--- src/rtl/divider_pkg.sv ---
// Shared constants, FSM state type and operand helper for the iterative divider.
package divider_pkg;

  localparam int DIV_W = 32;
  localparam int CNT_W = 6;

  typedef enum logic [1:0] {
    IDLE = 2'd0,
    CALC = 2'd1,
    FIX  = 2'd2,
    DONE = 2'd3
  } div_state_e;

  // Magnitude of a two's-complement operand; passes the value through when unsigned.
  function automatic logic [DIV_W-1:0] op_abs(input logic [DIV_W-1:0] val, input logic is_signed);
    return (is_signed && val[DIV_W-1]) ? (~val + 1'b1) : val;
  endfunction

endpackage

--- src/rtl/divider_restore_step.sv ---
// One combinational restoring-division iteration on a {remainder, quotient} pair.
module divider_restore_step
  import divider_pkg::*;
(
  input  logic [DIV_W-1:0] rem_in,
  input  logic [DIV_W-1:0] quot_in,
  input  logic [DIV_W-1:0] divisor,
  output logic [DIV_W-1:0] rem_out,
  output logic [DIV_W-1:0] quot_out
);

  logic [DIV_W:0] shifted;
  logic [DIV_W:0] trial;

  // The partial remainder is always below the divisor, so the 33-bit shift never loses data.
  assign shifted = {rem_in, quot_in[DIV_W-1]};
  assign trial   = shifted - {1'b0, divisor};

  always_comb begin
    rem_out  = shifted[DIV_W-1:0];
    quot_out = {quot_in[DIV_W-2:0], 1'b0};
    if (!trial[DIV_W]) begin
      rem_out  = trial[DIV_W-1:0];
      quot_out = {quot_in[DIV_W-2:0], 1'b1};
    end
  end

endmodule

--- src/rtl/divider.sv ---
// Iterative 32-bit radix-2 restoring divider (DIV/DIVU) with cancel and fixed latency.
//
// state | meaning
// IDLE  | waiting for div_start; operands and signs latched on accept
// CALC  | 32 restoring steps, one per cycle, counter 0..31
// FIX   | apply quotient/remainder signs, register results
// DONE  | div_done pulse, then back to IDLE
module divider
  import divider_pkg::*;
(
  input  logic             clk,
  input  logic             reset,
  input  logic             div_start,
  input  logic             div_signed,
  input  logic             div_cancel,
  input  logic [DIV_W-1:0] div_a,
  input  logic [DIV_W-1:0] div_b,
  output logic             div_busy,
  output logic             div_done,
  output logic [DIV_W-1:0] div_quot,
  output logic [DIV_W-1:0] div_rem
);

  div_state_e       state;
  logic [CNT_W-1:0] cnt;
  logic [DIV_W-1:0] p_rem;
  logic [DIV_W-1:0] p_quot;
  logic [DIV_W-1:0] dvsr;
  logic             quot_neg;
  logic             rem_neg;
  logic [DIV_W-1:0] step_rem;
  logic [DIV_W-1:0] step_quot;

  divider_restore_step u_step (
    .rem_in   (p_rem),
    .quot_in  (p_quot),
    .divisor  (dvsr),
    .rem_out  (step_rem),
    .quot_out (step_quot)
  );

  assign div_done = (state == DONE);

  always_ff @(posedge clk) begin
    if (reset) begin
      state    <= IDLE;
      cnt      <= '0;
      p_rem    <= '0;
      p_quot   <= '0;
      dvsr     <= '0;
      quot_neg <= 1'b0;
      rem_neg  <= 1'b0;
      div_busy <= 1'b0;
      div_quot <= '0;
      div_rem  <= '0;
    end else begin
      case (state)
        IDLE: begin
          if (div_start) begin
            p_rem    <= '0;
            p_quot   <= op_abs(div_a, div_signed);
            dvsr     <= op_abs(div_b, div_signed);
            quot_neg <= div_signed & (div_a[DIV_W-1] ^ div_b[DIV_W-1]);
            rem_neg  <= div_signed & div_a[DIV_W-1];
            cnt      <= '0;
            div_busy <= 1'b1;
            state    <= CALC;
          end
        end
        CALC: begin
          if (div_cancel) begin
            div_busy <= 1'b0;
            state    <= IDLE;
          end else begin
            p_rem  <= step_rem;
            p_quot <= step_quot;
            if (cnt == CNT_W'(DIV_W - 1)) begin
              state <= FIX;
            end else begin
              cnt <= cnt + CNT_W'(1);
            end
          end
        end
        FIX: begin
          if (div_cancel) begin
            div_busy <= 1'b0;
            state    <= IDLE;
          end else begin
            div_quot <= quot_neg ? (~p_quot + 1'b1) : p_quot;
            div_rem  <= rem_neg  ? (~p_rem + 1'b1)  : p_rem;
            state    <= DONE;
          end
        end
        DONE: begin
          div_busy <= 1'b0;
          state    <= IDLE;
        end
        default: begin
          div_busy <= 1'b0;
          state    <= IDLE;
        end
      endcase
    end
  end

endmodule

--- config.mk ---
export PLATFORM = sky130hd
export DESIGN_NAME = divider
export DESIGN_NICKNAME = d
export VERILOG_FILES = /design/src/rtl/divider_pkg.sv /design/src/rtl/divider_restore_step.sv /design/src/rtl/divider.sv
export SDC_FILE = /design/constraint.sdc
export NUM_CORES = 1
export LEC_CHECK = 0
export ABC_AREA = 1
export CORE_ASPECT_RATIO = 1.5
export CORE_MARGIN = 3
export CORE_UTILIZATION = 53
export CTS_CLUSTER_DIAMETER = 30
export DETAILED_ROUTE_END_ITERATION = 16
export GPL_TIMING_DRIVEN = 1
export PLACE_DENSITY_LB_ADDON = 0.05
export SLEW_MARGIN = 10
export SYNTH_ARGS = -nofsm -noshare
export SYNTH_HDL_FRONTEND = slang
export SYNTH_SLANG_ARGS = --single-unit
--- constraint.sdc ---
create_clock -name clk -period 2.45 [get_ports clk]
set_clock_uncertainty 0.1 [all_clocks]
set_input_delay 0.49 -clock clk [delete_from_list [all_inputs] [get_ports clk]]
set_output_delay 0.49 -clock clk [all_outputs]
set_load 0.02 [all_outputs]
==> results of run 1 <==
==> layer usage <==
metal | routed length (microns) | vias to the layer above
met1 | 16580 | 6574
met3 | 1675 | 127
met4 | 3775 | 0
li1 | - | 7316
met5 | 0 | -
met2 | 22420 | 396
==> sequential cells by signal, summed over array words and instances, names as in the netlist <==
| register | flops |
|---|---|
| dvsr | 32 |
| p_quot | 32 |
| div_rem | 32 |
| state | 2 |
| quot_neg | 1 |
| div_quot | 32 |
| p_rem | 32 |
| rem_neg | 1 |
| div_busy | 1 |
| cnt | 6 |
==> cell usage after synthesis (5+ instances only) <==
| cell type | number |
|---|---|
| o21ai_1 | 7 |
| xor2_1 | 54 |
| clkbuf_1 | 51 |
| ha_1 | 41 |
| nand2_4 | 28 |
| inv_1 | 338 |
| nor2_1 | 213 |
| o211ai_1 | 28 |
| o221ai_1 | 12 |
| buf_1 | 10 |
| nand2_2 | 13 |
| o21ai_0 | 149 |
| buf_2 | 11 |
| o31ai_1 | 5 |
| a21oi_1 | 157 |
| or2_2 | 5 |
| nand3b_1 | 12 |
| nor3_1 | 23 |
| xnor2_1 | 18 |
| nand4_1 | 23 |
| nand3_1 | 149 |
| o21bai_1 | 6 |
| a21oi_2 | 22 |
| nand3_2 | 21 |
| inv_2 | 14 |
| nand2_1 | 528 |
| dfxtp_1 | 171 |
==> cells by family after synthesis <==
family	count (synthesis)
flip-flops	171
AND/OR/NAND/NOR	1038
AO/OA/AOI/OAI	403
buffers and inverters	431
adder cells (fa/ha/maj)	42
XOR/XNOR	72
==> power groups by stage <==
stage | combinational, mW | sequential [mW] | clock (mW)
after floorplan | 1.71 | 3.14 | 0
after global placement | 2.72 | 3.16 | 0
after detailed placement | 2.75 | 3.16 | 0
after CTS | 2.77 | 3.10 | 2.85
after global routing | 3.14 | 3.13 | 2.95
final | 2.85 | 3.11 | 2.81
==> path summary, 6_finish.rpt <==
check	startpoint	to	depth (start not counted)
worst max-delay path	p_quot[31]$_SDFFE_PP0P_	p_rem[17]$_SDFFE_PP0P_	17
worst min register to register	p_quot[0]$_SDFFE_PP0P_	p_quot[0]$_SDFFE_PP0P_	2
worst min-delay path	p_quot[0]$_SDFFE_PP0P_	p_quot[0]$_SDFFE_PP0P_	2
worst max register to register	p_quot[31]$_SDFFE_PP0P_	p_rem[17]$_SDFFE_PP0P_	17
==> worst reg2reg max path, stage by stage (launching register included) <==
cell     delay, ns
dfxtp_4       0.38
inv_4         0.05
ha_4          0.16
fa_2          0.39
inv_2         0.07
nand2_1       0.05
nand2_1       0.09
nand3_2       0.08
nand2_2       0.12
nand2_4       0.06
nand2_4       0.07
nand2_4       0.08
nand2_4       0.10
nand2_4       0.09
nand2_8       0.20
nand2_1       0.10
nand3_1       0.07
a21oi_1       0.07
==> what timing repair did <==
action / in CTS / in global routing
buffers inserted: 1 / 4
setup endpoints to repair: 33 / 35
pin swaps: 2 / 7
resized for setup: 6 / 45
==> final cells by class <==
cell class / count / area, sq um
Clock buffer: 17 / 425.4
Clock inverter: 15 / 190.2
Fill cell: 2308 / 7876
Inverter: 353 / 1329
Multi-Input combinational cell: 1555 / 8398
Sequential cell: 171 / 3430
Tap cell: 324 / 405.4
Timing Repair Buffer: 270 / 2470
==> impl_metrics.ini, run 1 <==
[status]
outcome = finished, violations left
violations = setup timing

[grt]
globalRouteMet3Util_pct = 3.166
antenna_found_initial = 0
grt_use_met2_pct = 57.94
first_global_vias = 13803
grt_max_degree = 90
grt_overflow = 0
top_usage_layer = met2
grt_pass1_wl_microns = 69580
grt_usage_pct = 32.27
grt.met1_usage_pct = 34.44

[finish]
final_cell_mix = 521 x nand2_1, 334 x inv_1, 213 x nor2_1, 168 x dfxtp_1, 151 x a21oi_1
num_antenna_cells = 0
fin_cells = 2705
syn_to_final_growth_pct = 25.02
drive_above_1_share_pct = 13.73
final_core_util_pct = 67.88
final_area_sq_mm = 0.01665
fin_nets = 2479
final_common_cell = nand2_1

[yosys]
yosys.area_share.simple_pct = 35.47
syn_area_sq_mm = 0.01332
synth_warnings = 0
synth-edff-count = 0
synth_top_cell_area_share_pct = 25.71
synth_top_family_by_area = simple AND/OR/NAND/NOR gates
muxShareOfSynthArea_pct = 0
synth_seq_cells = 171
synthCells = 2157
seq_area_frac_synth_pct = 25.71
synthesis.nets = 2268
yosys.area_share.adder_pct = 4.003
synth_flop_cell = dfxtp_1
synthXorXnorAreaFrac_pct = 4.736
syn_area_per_cell_sq_um = 6.173
synth_compound_area_share_pct = 17.34
yosysUniqueCellTypes = 51
synth_area_leader_cell = dfxtp_1
synth.area.top_cells = dfxtp_1 26%, nand2_1 15%, inv_1 9.5%
synthArstFlopShare_pct = 0

[worst_hold_path]
hp-class = register to register

[worst_setup_path]
crit_type = register to register
worstPathCellList = inv_4, ha_4, fa_2, inv_2, nand2_1, nand2_1, nand3_2, nand2_2, nand2_4, nand2_4, nand2_4, nand2_4, nand2_4, nand2_8, nand2_1, nand3_1, a21oi_1
crit_slowest_cell = fa_2
cp_slowest_stage_delay_ns = 0.39
critPathBufInv = 2
endpoint_kind = register
crit_fanout = 18
crit_path_start_kind = register
crit_arrival_ns = 2.67
reg2reg_slack_ns = -0.02
crit_required_ns = 2.65
crit_family = simple AND/OR/NAND/NOR gates
cpMostUsedCell = nand2_4

[die]
die-area_sq_mm = 0.02710
coreArea_sq_mm = 0.02452
rows = 70
io_pins = 135
die_y_microns = 200.1
start_util_pct = 54.30
die_w_microns = 135.4

[timing]
finalWorstSetupSlack_ns = -0.01828
maxSlewHeadroom_pct = 57.78
fin_tns_setup_ns = -0.03726
fin_crit_ns = 2.468
rsz0062_at_grt = true
period_share_pct = 100.7
tightest_slew_ns = 0.6311
setup_viol = 6
whs_ns = 0.3836
fmax_mhz = 405.1
hold_violations = 0
final_max_slew_viol_count = 0

[clocking]
cts_buffers = 17
clkTransAtPathRegs_ns = 0.07
cts_buffer_depth = 2
cts-root-buf = clkbuf_16
clk_latency_ns = 0.45
htreeDepth = 4
cts_sinks = 171
tritoncts = yes
cts.hold.buffers_added = 0

[routing]
drt_pass1_iterations = 5
wl_per_cell_microns = 16.43
drt-vias-per-instance = 5.328
ant_nets = 0
drc_errors = 0
wirelength_microns = 44450
via_count = 14413
drt_iter0_drc = 802

[power]
clkPwrFrac_pct = 32.0
powerDensity_mw_per_mm2 = 527.2
power.switching_mw = 3.329
switching_share_pct = 37.93
pwr-share-seq_pct = 35.5
p_leak_nw = 8.169
ir_worst_vdd_v = 0.0005057
totalPowerFinal_mw = 8.777
power.share.combinational_pct = 32.5
internal_power_mw = 5.447

[placement]
gp_congestion = 1.048
hpwl_microns = 35480
portBuffers = 134
place_ws_ns = -0.1551
placedCellCount = 2668
placed_area_sq_mm = 0.01577

[job]
cap_viol_max_count = 0
No activity file was read; power rests on OpenSTA's default activity.
==> run 2, diff against run 1 <==
--- a/config.mk
+++ b/config.mk
@@ -11,7 +11,6 @@
 export CORE_UTILIZATION = 53
 export CTS_CLUSTER_DIAMETER = 30
 export DETAILED_ROUTE_END_ITERATION = 16
-export GPL_TIMING_DRIVEN = 1
 export PLACE_DENSITY_LB_ADDON = 0.05
 export SLEW_MARGIN = 10
 export SYNTH_ARGS = -nofsm -noshare
==> results of run 2 <==
Same layout as run 1: the final DEF is identical, and so are final timing and power.
